===== config.mk =====
export PLATFORM = sky130hd
export DESIGN_NAME = dsp_mac_sequencer
export DESIGN_NICKNAME = d
export VERILOG_FILES = /design/src/rtl/dsp_pkg.sv /design/src/rtl/dsp_mac_sequencer.sv
export SDC_FILE = /design/constraint.sdc
export NUM_CORES = 1
export LEC_CHECK = 0
export ABC_AREA = 1
export ABC_CLOCK_PERIOD_IN_PS = 2410
export CORE_MARGIN = 2
export CORE_UTILIZATION = 35
export DETAILED_ROUTE_END_ITERATION = 6
export GPL_ROUTABILITY_DRIVEN = 0
export PLACE_DENSITY = 0.74
export REMOVE_ABC_BUFFERS = 1
export SYNTH_ARGS = -nofsm -noshare
export SYNTH_HDL_FRONTEND = slang
export SYNTH_SLANG_ARGS = --single-unit

===== constraint.sdc =====
create_clock -name clk -period 2.41 [get_ports clk]
set_input_delay 0.241 -clock clk [delete_from_list [all_inputs] [get_ports clk]]
set_output_delay 0.241 -clock clk [all_outputs]
set_load 0.1 [all_outputs]

===== src/rtl/dsp_pkg.sv =====
`default_nettype none
// ============================================================================
// Module      : dsp_pkg
// Description : Shared constants and types for the DSP MAC sequencer.
//               - OPMODE encodings, in W[8:7] Z[6:4] Y[3:2] X[1:0] order.
//               - ALUMODE and INMODE constants.
//               - Operand widths.
//               - Sequencer state enum.
// Ports       : none (package)
// Revision    : 1.0 - initial release
// ============================================================================
package dsp_pkg;

  localparam int A_W = 30;
  localparam int B_W = 18;
  localparam int P_W = 48;

  // W[8:7] Z[6:4] Y[3:2] X[1:0]
  localparam logic [8:0] OP_MUL   = 9'b00_000_01_01; // P = M
  localparam logic [8:0] OP_MUL_C = 9'b11_000_01_01; // P = C + M
  localparam logic [8:0] OP_MAC   = 9'b00_010_01_01; // P = P + M
  localparam logic [8:0] OP_HOLD  = 9'b00_010_00_00; // P = P + 0

  localparam logic [3:0] ALU_ADD   = 4'b0000;
  localparam logic [4:0] INMODE_AB = 5'b00000;

  typedef enum logic [1:0] {
    ST_IDLE  = 2'd0,
    ST_RUN   = 2'd1,
    ST_DRAIN = 2'd2,
    ST_DONE  = 2'd3
  } state_e;

endpackage
`default_nettype wire


===== src/rtl/dsp_mac_sequencer.sv =====
`default_nettype none
// ============================================================================
// Module      : dsp_mac_sequencer
// Description : Sequences a shared DSP slice through signed dot products.
//               Accepts a vector command, streams operand pairs into the DSP,
//               selects OPMODE per element, waits out the DSP latency and
//               returns the 48-bit result on a ready/valid port.
// Macro       : DSP_MAC_BIAS_EN - adds cmd_bias; the first element is then
//               issued as C + A*B instead of A*B.
// Ports       : clk, rst (sync, active-low)
//               cmd_valid/cmd_ready/cmd_len[/cmd_bias] : vector command
//               in_valid/in_ready/in_a/in_b            : operand stream
//               res_valid/res_ready/res_data           : result
//               busy                                   : not idle
//               dsp_* outputs / dsp_p input            : DSP slice interface
// Revision    : 1.0 - initial release
// ============================================================================
module dsp_mac_sequencer
  import dsp_pkg::*;
#(
  parameter int LEN_W = 16,
  parameter int LAT   = 2
) (
  input  logic             clk,
  input  logic             rst,
  input  logic             cmd_valid,
  output logic             cmd_ready,
  input  logic [LEN_W-1:0] cmd_len,
`ifdef DSP_MAC_BIAS_EN
  input  logic [P_W-1:0]   cmd_bias,
`endif
  input  logic             in_valid,
  output logic             in_ready,
  input  logic [A_W-1:0]   in_a,
  input  logic [B_W-1:0]   in_b,
  output logic             res_valid,
  input  logic             res_ready,
  output logic [P_W-1:0]   res_data,
  output logic             busy,
  output logic             dsp_enable,
  output logic             dsp_rst,
  output logic [A_W-1:0]   dsp_a,
  output logic [B_W-1:0]   dsp_b,
  output logic [P_W-1:0]   dsp_c,
  output logic [8:0]       dsp_opmode,
  output logic [3:0]       dsp_alumode,
  output logic [4:0]       dsp_inmode,
  input  logic [P_W-1:0]   dsp_p
);

`ifdef DSP_MAC_BIAS_EN
  localparam logic [8:0] OP_FIRST = OP_MUL_C;
`else
  localparam logic [8:0] OP_FIRST = OP_MUL;
`endif

  localparam int CNT_W = (LAT < 1) ? 1 : $clog2(LAT + 1);

  state_e             state_q, state_d;
  logic [LEN_W-1:0]   remaining_q, remaining_d;
  logic               first_q, first_d;     // set once the first element has been issued
  logic [CNT_W-1:0]   drain_q, drain_d;
  logic [P_W-1:0]     res_q, res_d;
  logic [A_W-1:0]     a_q, a_d;
  logic [B_W-1:0]     b_q, b_d;
  logic [P_W-1:0]     c_q, c_d;
  logic [8:0]         op_q, op_d;

  logic w_cmd_hs;
  logic w_in_hs;
  logic w_res_hs;

  assign w_cmd_hs = cmd_valid & cmd_ready;
  assign w_in_hs  = in_valid & in_ready;
  assign w_res_hs = res_valid & res_ready;

  assign dsp_enable  = 1'b1;
  assign dsp_rst     = ~rst;
  assign dsp_alumode = ALU_ADD;
  assign dsp_inmode  = INMODE_AB;
  assign dsp_a       = a_q;
  assign dsp_b       = b_q;
  assign dsp_c       = c_q;
  assign dsp_opmode  = op_q;
  assign res_data    = res_q;

  // State and datapath registers
  always_ff @(posedge clk) begin
    if (!rst) begin
      state_q     <= ST_IDLE;
      remaining_q <= '0;
      first_q     <= 1'b0;
      drain_q     <= '0;
      res_q       <= '0;
      a_q         <= '0;
      b_q         <= '0;
      c_q         <= '0;
      op_q        <= OP_HOLD;
    end else begin
      state_q     <= state_d;
      remaining_q <= remaining_d;
      first_q     <= first_d;
      drain_q     <= drain_d;
      res_q       <= res_d;
      a_q         <= a_d;
      b_q         <= b_d;
      c_q         <= c_d;
      op_q        <= op_d;
    end
  end

  // Next-state logic
  always_comb begin
    state_d = state_q;
    case (state_q)
      ST_IDLE: begin
        // A zero-length vector skips RUN: its single OP_FIRST is issued here.
        if (w_cmd_hs) state_d = (cmd_len == '0) ? ST_DRAIN : ST_RUN;
      end
      ST_RUN: begin
        if (w_in_hs && (remaining_q == LEN_W'(1))) state_d = ST_DRAIN;
      end
      ST_DRAIN: begin
        if (drain_q == '0) state_d = ST_DONE;
      end
      ST_DONE: begin
        if (w_res_hs) state_d = ST_IDLE;
      end
      default: state_d = ST_IDLE;
    endcase
  end

  // Outputs and datapath next values
  always_comb begin
    cmd_ready   = (state_q == ST_IDLE);
    in_ready    = (state_q == ST_RUN);
    res_valid   = (state_q == ST_DONE);
    busy        = (state_q != ST_IDLE);
    remaining_d = remaining_q;
    first_d     = first_q;
    drain_d     = drain_q;
    res_d       = res_q;
    c_d         = c_q;
    // Any cycle without an issued element is a bubble: P = P + 0.
    a_d         = '0;
    b_d         = '0;
    op_d        = OP_HOLD;
    case (state_q)
      ST_IDLE: begin
        if (w_cmd_hs) begin
          remaining_d = cmd_len;
          first_d     = 1'b0;
          drain_d     = CNT_W'(LAT);
`ifdef DSP_MAC_BIAS_EN
          c_d         = cmd_bias;
`endif
          if (cmd_len == '0) op_d = OP_FIRST;
        end
      end
      ST_RUN: begin
        if (w_in_hs) begin
          a_d         = in_a;
          b_d         = in_b;
          op_d        = first_q ? OP_MAC : OP_FIRST;
          first_d     = 1'b1;
          remaining_d = remaining_q - LEN_W'(1);
        end
      end
      ST_DRAIN: begin
        // LAT+1 drain cycles let the last element reach P before capture.
        if (drain_q == '0) res_d = dsp_p;
        else               drain_d = drain_q - CNT_W'(1);
      end
      default: ;
    endcase
  end

endmodule
`default_nettype wire


==> Yosys cells after proc, flatten, opt, wreduce, memory -nomap -nowiden <==
Index checks and enable logic that the tools add are counted.
W data, S select, Z words.
{ "word_totals": {"inputBits": 117, "word_cells": 56, "register_bits": 126, "out_inout_bits": 168} }
{ "op_classes": {"addsub": 2, "reduce_logical": 12, "bitwise_logic": 4, "eq_ne": 10, "muxes": 20} }
{ "ops": {"columns": ["operator", "n"], "rows": [
  ["$mux W16", 2],
  ["$pmux W16 S2", 1],
  ["$mux W6", 4],
  ["$eq A16 B1 Y1 const B", 1],
  ["$logic_not A16 Y1", 1],
  ["$sub A16 B1 Y16 const B", 1],
  ["$mux W2", 7],
  ["$pmux W6 S2", 1],
  ["$reduce_and A3 Y1", 3],
  ["$ne A2 B1 Y1 const B", 4],
  ["$pmux W2 S4", 1],
  ["$reduce_bool A2 Y1", 3],
  ["$eq A2 B2 Y1 const B", 2],
  ["$logic_not A2 Y1", 2],
  ["$ne A2 B2 Y1 const B", 2],
  ["$pmux W2 S2", 1],
  ["$reduce_and A4 Y1", 1],
  ["$and A1 B1 Y1", 3],
  ["$eq A2 B1 Y1 const B", 1],
  ["$mux W1", 2],
  ["$pmux W1 S2", 1],
  ["$reduce_and A2 Y1", 1],
  ["$sub A2 B1 Y2 const B", 1],
  ["$logic_and A1 B1 Y1", 1],
  ["$not A1 Y1", 1]
]} }

==> Longest topological paths before layout <==
Gate-level depths: netlist (run 1).
{ "logic_depth": {"ltp_word": 5, "mapped_depth": 11} }

==> Worst setup path after synthesis (run 1) <==
Ideal clock, no wire load.
{ "synth_timing": {"path_type": "register to register", "from": "reg state_q[0]", "to": "reg remaining_q[4]", "arrival_ns": 2.536, "path_buffers": 1, "slack_ns": -0.315, "setup_time_ns": 0.188, "required_time_ns": 2.222, "stages_incl_launch_ff": 11, "cell_sequence": "dfxtp_1 -> inv_1 -> ha_1 -> inv_2 -> nor2_1 -> inv_1 -> nand2_4 -> inv_4 -> buf_6 -> o21ai_1 -> a21oi_1"} }
{ "synth_via": {"elab_chain_cells": 4} }
{ "synth_rtl": {"columns": ["item", "line", "source"], "rows": [
  ["from (decl)", "dsp_mac_sequencer.sv:59", "state_e state_q, state_d;"],
  ["from (signal assigned)", "dsp_mac_sequencer.sv:100", "state_q <= state_d;"],
  ["$logic_not A2 Y1 (*)", "dsp_mac_sequencer.sv:135", "cmd_ready = (state_q == ST_IDLE);"],
  ["via cmd_ready", "dsp_mac_sequencer.sv:27", "output logic cmd_ready,"],
  ["$and A1 B1 Y1", "dsp_mac_sequencer.sv:73", "assign w_cmd_hs = cmd_valid & cmd_ready;"],
  ["$ne A2 B1 Y1 (no source line)", null, null],
  ["$reduce_and A3 Y1 (no source line)", null, null],
  ["to (signal assigned)", "dsp_mac_sequencer.sv:101", "remaining_q <= remaining_d;"],
  ["to (decl)", "dsp_mac_sequencer.sv:60", "logic [LEN_W-1:0] remaining_q, remaining_d;"]
]} }
The timed path passes the listed nets; every way through them passes the cells marked *.
A chain may end at the register's enable or synchronous reset.

==> Worst setup path after layout (run 1) <==
{ "layout_timing": {"from": "reg state_q[0]", "to": "reg drain_q[1]"} }
{ "layout_via": {"elab_chain_cells": 4} }
{ "layout_rtl": {"columns": ["item", "line", "source"], "rows": [
  ["$logic_not A2 Y1", "dsp_mac_sequencer.sv:135, dsp_mac_sequencer.sv:148", null],
  ["$and A1 B1 Y1", "dsp_mac_sequencer.sv:73", null],
  ["$ne A2 B1 Y1 (no source line)", null, null],
  ["$reduce_and A3 Y1 (no source line)", null, null],
  ["to (signal assigned)", "dsp_mac_sequencer.sv:103", "drain_q <= drain_d;"],
  ["to (decl)", "dsp_mac_sequencer.sv:62", "logic [CNT_W-1:0] drain_q, drain_d;"]
]} }
Several ways; a longest one is shown, not always the timed one.

==> impl_metrics.tcl, run 1 <==
set metrics [dict create \
    outcome "completed" \
    hold_violations 0 \
    htreeDepth 4 \
    ys_warn_count 0 \
    layout.nets 1037 \
    async_flop_share_pct 0 \
    crit_path_start_kind "register" \
    dpl.hpwl_um 9690 \
    yosys.area.top_type "dfxtp_1" \
    placementRows 44 \
    peakVddDrop_v 0.000715 \
    cts_root_buf "clkbuf_16" \
    syn-cell-area_um2 5120 \
    cp_max_fo 49 \
    drt-initial-drc-count 243 \
    startpoint "state_q[0]$_SDFFE_PN0P_" \
    dp_slack_ns 0.590 \
    yosysSeqAreaShare_pct 46.5 \
    worstPathArrival_ns 2.10 \
    cts_hold_buf 0 \
    setup_viol 0 \
    cts_made_buffers 17 \
    path_class "reg -> reg" \
    power_density_nw_per_um2 1410 \
    slew_viol_final 0 \
    grt_pass1_wl_um 21500 \
    first_pass_iters 4 \
    syn_to_final_growth_pct 47.5 \
    p_leak_nw 3.62 \
    clk_latency_ns 0.40 \
    die_y_um 125 \
    drt-vias-per-instance 4.22 \
    io_pins 285 \
    cts_tree "yes" \
    grtUsageTotal_pct 16.9 \
    maxCapViolations 0 \
    antenna_cells 0 \
    cts_resized 0 \
    die-area_um2 15600 \
    yosysMostFrequentCell "nor2_1" \
    end_kind "register" \
    layout_setup_ws_ns 0.594 \
    yosys.area.top_type_share_pct 46.5 \
    min_period_ns 1.82 \
    clk_pin_slew_ns 0.06 \
    drt-total-wl_um 13100 \
    layout-drive-gt1-share_pct 17.0 \
    cts_setup_buffers 0 \
    finish.utilization_pct 52.4 \
    drc 0 \
    finalClockSkew_ns 0.00681 \
    dieWidth_um 125 \
    antenna_left 0 \
    synthFlopType "dfxtp_1" \
    wl_per_cell_um 11.8 \
    clock.fmax_mhz 551 \
    core_area_um2 14400 \
    synthCells 696 \
    ys_ff_latch 119 \
    grt_max_degree 51 \
    timing.final.crit_share_pct 75.4 \
    crit_required_ns 2.69 \
    vias 4682 \
    start_util_pct 35.5 \
    rsz0062_at_grt "false" \
    antenna_found_initial 0 \
    synthTopCellsByArea "dfxtp_1 47%, nor2_1 14%, buf_4 10%" \
    r2r-start "state_q[0]$_SDFFE_PN0P_" \
    synth.avg_cell_area_um2 7.35 \
    holdCritPathClass "in -> reg" \
    io_buffers 220 \
    netlist-cell-type-count 32 \
    grt_pass1_vias 4507 \
    cts.sinks 119 \
    hp-start "in_a[8]" \
    cts.path.max_buffers 2 \
    synth_edf_count 0 \
    grt_overflow_total 0 \
    synthTopCellsByCount "188 x nor2_1, 119 x dfxtp_1, 77 x inv_1, 73 x nand2_1, 68 x buf_4" \
]
[metrics by stage]
| step | cell area, um^2 | setup TNS (ns) | hold WS (ns) | total power [W] | std cells |
|---|---|---|---|---|---|
| CTS | 7550 | 0 | 0.333 | 0.0107 | 1109 |
| global route | 7550 | 0 | 0.336 | 0.0112 | 1109 |
| floorplan | 4720 | -44.47 | 0.353 | 0.00707 | 665 |
| detailed placement | 6990 | 0 | 0.461 | 0.00829 | 1077 |
| finish | 7550 | 0 | 0.355 | 0.0106 | 1109 |
| global placement | 6990 | 0 | 0.454 | 0.00825 | 1077 |
[cell type report]
cell class | instances | area, um^2
clock inverter | 11 | 126
multi-input combinational | 463 | 2030
tap | 184 | 230
sequential | 119 | 2380
inverter | 83 | 314
fill | 1411 | 6870
timing repair buffer | 228 | 2030
clock buffer | 21 | 440
[per-layer routing]
| metal | GRT usage (%) | part of all wire [%] |
|---|---|---|
| met1 | 18.2 | 39 |
| met2 | 30.2 | 51 |
| met3 | 6.50 | 7.3 |
| met4 | 6.27 | 1.9 |
| met5 | 0 | 0 |
[registers in the layout (all words and copies together), names as in the netlist]
register and cells:
dsp_b 18, remaining_q 16, first_q 1, dsp_opmode 2
drain_q 2, state_q 2, dsp_a 30, res_data 48
[critical path, cell delays in order (launching register included)]
cell and delay (ns):
dfxtp_1 0.36, inv_1 0.10, ha_1 0.27, nand2_1 0.10, buf_4 0.38, o211ai_1 0.23, o21ai_0 0.19, a21oi_1 0.05
[power breakdown]
group | internal [W] | switching (W)
clock network | 0.00152 | 0.000888
logic | 0.00127 | 0.00428
registers | 0.00241 | 0.000271
[path summary, 6_finish.rpt]
check                                          endpoint  slack [ns]  cells after the start
worst min-delay path                dsp_a[8]$_SDFF_PN0_        0.35                      3
worst max register to register  drain_q[1]$_SDFFE_PN0P_        0.59                      7
worst min register to register  drain_q[1]$_SDFFE_PN0P_        0.47                      2
worst max-delay path            drain_q[1]$_SDFFE_PN0P_        0.59                      7
[cells in the final DEF, fill, tap and decap left out, types with 17 or more instances in the layout]
| cell type | n |
|---|---|
| nor2_1 | 188 |
| buf_4 | 110 |
| nand2_1 | 73 |
| clkdlybuf4s50_1 | 116 |
| clkbuf_16 | 17 |
| dfxtp_1 | 119 |
| inv_1 | 77 |
| o21ai_0 | 60 |
| nand3_1 | 17 |
| conb_1 | 64 |
| a21oi_1 | 24 |
[kinds of logic (layout without fill, tap and decap cells)]
group	after synthesis	count (layout)	share of synthesized area, %
AO/OA/AOI/OAI	98	98	9.88
buffers and inverters	176	343	18.4
other	2	64	0.147
flip-flops	119	119	46.5
AND/OR/NAND/NOR	293	293	23.1
adder cells (fa/ha/maj)	8	8	1.96
(Power assumes the default switching activity.)
==> run 2: changes to the inputs <==
--- a/config.mk
+++ b/config.mk
@@ -6,7 +6,7 @@
 export NUM_CORES = 1
 export LEC_CHECK = 0
 export ABC_AREA = 1
-export ABC_CLOCK_PERIOD_IN_PS = 2410
+export ABC_CLOCK_PERIOD_IN_PS = 1700
 export CORE_MARGIN = 2
 export CORE_UTILIZATION = 35
 export DETAILED_ROUTE_END_ITERATION = 6
==> constraint.sdc (replaced) <==
create_clock -name clk -period 1.7 [get_ports clk]
set_input_delay 0.17 -clock clk [delete_from_list [all_inputs] [get_ports clk]]
set_output_delay 0.17 -clock clk [all_outputs]
set_load 0.1 [all_outputs]
==> run 2 against run 1 <==
Compared with the run above: cell count is 0.90% higher; highest routed layer unchanged; combinational power is 49% higher; largest cell class unchanged; critical path depth down 3; sequential share of layout area fell by 1.3 points.
==> impl_metrics.tcl, run 2 (synthesis results as in run 1) <==
set metrics [dict create \
    worst-r2r-cell-count 7 \
    grt_pass1_vias 4618 \
    dieWidth_um 125 \
    cts.sinks 119 \
    cts_hold_buf 0 \
    antenna_left 0 \
    drt-initial-drc-count 236 \
    rsz0062_at_grt "false" \
    layout.nets 1047 \
    p_leak_nw 3.76 \
    clk_latency_ns 0.41 \
    finish.utilization_pct 54.6 \
    holdPathEnd "dsp_b[1]$_SDFF_PN0_" \
    hold_violations 0 \
    mostFrequentLayoutCells "186 x nor2_1, 118 x dfxtp_1, 116 x clkdlybuf4s50_1, 111 x buf_4, 75 x inv_1" \
    path_class "reg -> out" \
    dp_slack_ns 0.00673 \
    grt_max_degree 49 \
    timing.final.crit_share_pct 93.2 \
    layout-drive-gt1-share_pct 19.0 \
    setup_viol 0 \
    grt_pass1_wl_um 21800 \
    r2r-start "state_q[0]$_SDFFE_PN0P_" \
    reg2reg_slack_ns 0.13 \
    reg2reg_to "res_data[9]$_SDFFE_PN0P_" \
    dp_cells 1084 \
    cts_root_buf "clkbuf_16" \
    grtUsageTotal_pct 17.3 \
    drt-total-wl_um 13500 \
    cts.path.max_buffers 2 \
    min_period_ns 1.59 \
    final_common_cell "nor2_1" \
    clk_pin_slew_ns 0.06 \
    core_area_um2 14400 \
    wl_per_cell_um 12.0 \
    grt_overflow_total 0 \
    crit_path_start_kind "register" \
    maxCapViolations 0 \
    drt-vias-per-instance 4.24 \
    cts_tree "yes" \
    drc 0 \
    crit_required_ns 1.53 \
    cts_made_buffers 17 \
    start_util_pct 35.5 \
    syn_to_final_growth_pct 54.0 \
    die-area_um2 15600 \
    htreeDepth 4 \
    vias 4746 \
    layout_setup_ws_ns 0.115 \
    power_density_nw_per_um2 2050 \
    finalClockSkew_ns 0.00603 \
    worstPathArrival_ns 1.42 \
    placementRows 44 \
    antenna_cells 0 \
    peakVddDrop_v 0.00134 \
    antenna_found_initial 0 \
    io_pins 285 \
    first_pass_iters 4 \
    end_kind "output pin" \
    largest_reg_flops 48 \
    fin_hold_ws_ns 0.280 \
    holdCritPathClass "in -> reg" \
    min_path_cells 3 \
    final_cells 1119 \
    hp-start "in_b[1]" \
    slew_viol_final 0 \
    cp_max_fo 22 \
    clock.fmax_mhz 631 \
    die_y_um 125 \
    power_w 0.0162 \
    outcome "completed" \
    io_buffers 220 \
    dpl.hpwl_um 9990 \
]
[run 2: changes by cell type in the layout (fill, tap and decap cells not counted), moves of 3 or more]
cell	previous run	this run
clkbuf_1	4	1
bufinv_16	2	6
buf_12	2	10
clkinvlp_4	4	1
ha_1	8	5
[run 2: how the worst max path moves through the flow]
stage / start / end / slack (ns)
finish: state_q[1]$_SDFFE_PN0P_ / in_ready / 0.11
global placement: in_valid / remaining_q[11]$_SDFFE_PN0P_ / 0.07
detailed placement: state_q[0]$_SDFFE_PN0P_ / remaining_q[11]$_SDFFE_PN0P_ / 0.007
global route: state_q[0]$_SDFFE_PN0P_ / remaining_q[6]$_SDFFE_PN0P_ / 0.0006
CTS: state_q[1]$_SDFFE_PN0P_ / in_ready / 0.01
floorplan: state_q[1]$_SDFFE_PN0P_ / first_q$_SDFFE_PN0P_ / -1.60
[run 2: critical path, stage by stage (launching register included)]
cell	delay [ns]
dfxtp_1	0.33
inv_2	0.12
ha_4	0.17
buf_8	0.19
buf_12	0.19
[run 2: power breakdown]
part | switching (W) | total [W] | leakage, nW | internal (W)
clock | 0.00132 | 0.00408 | 0.325 | 0.00277
sequential | 0.000393 | 0.00381 | 0.969 | 0.00342
combinational | 0.00619 | 0.00829 | 2.47 | 0.00210
total | 0.00789 | 0.0162 | 3.76 | 0.00828
[run 2: layout make-up]
cell class,instances,area (um^2)
clock buffers,18,429
multi-input cells,463,2060
well taps,184,230
fillers,1391,6540
repair buffers,238,2210
inverters,83,319
clock inverters,14,245
flip-flops and latches,119,2380
[run 2: stage by stage]
stage | cell area (um^2) | setup TNS (ns)
finish | 7880 | 0
global route | 7880 | 0
global placement | 7140 | 0
CTS | 7820 | 0
detailed placement | 7140 | 0
floorplan | 4720 | -125.12
[run 2: repair_timing]
action                                  4_1_cts  5_1_grt
endpoints found under the setup margin        2       22
buffers inserted                              0        3
resized for setup                             3       11
pin swaps                                     0        2
[run 2: metal layers]
metal,global-route usage (%),up-vias,routed length [um]
li1,-,2453,-
met1,18.3,2121,5190
met2,31.2,151,6980
met3,6.72,21,986
met4,6.60,0,306
met5,0,-,0
==> run 3: changes to the inputs <==
--- a/config.mk
+++ b/config.mk
@@ -7,6 +7,7 @@
 export LEC_CHECK = 0
 export ABC_AREA = 1
 export ABC_CLOCK_PERIOD_IN_PS = 1700
+export CAP_MARGIN = 10
 export CORE_MARGIN = 2
 export CORE_UTILIZATION = 35
 export DETAILED_ROUTE_END_ITERATION = 6
==> results of run 3 <==
Final layout, timing and power as in run 2 (identical DEF).
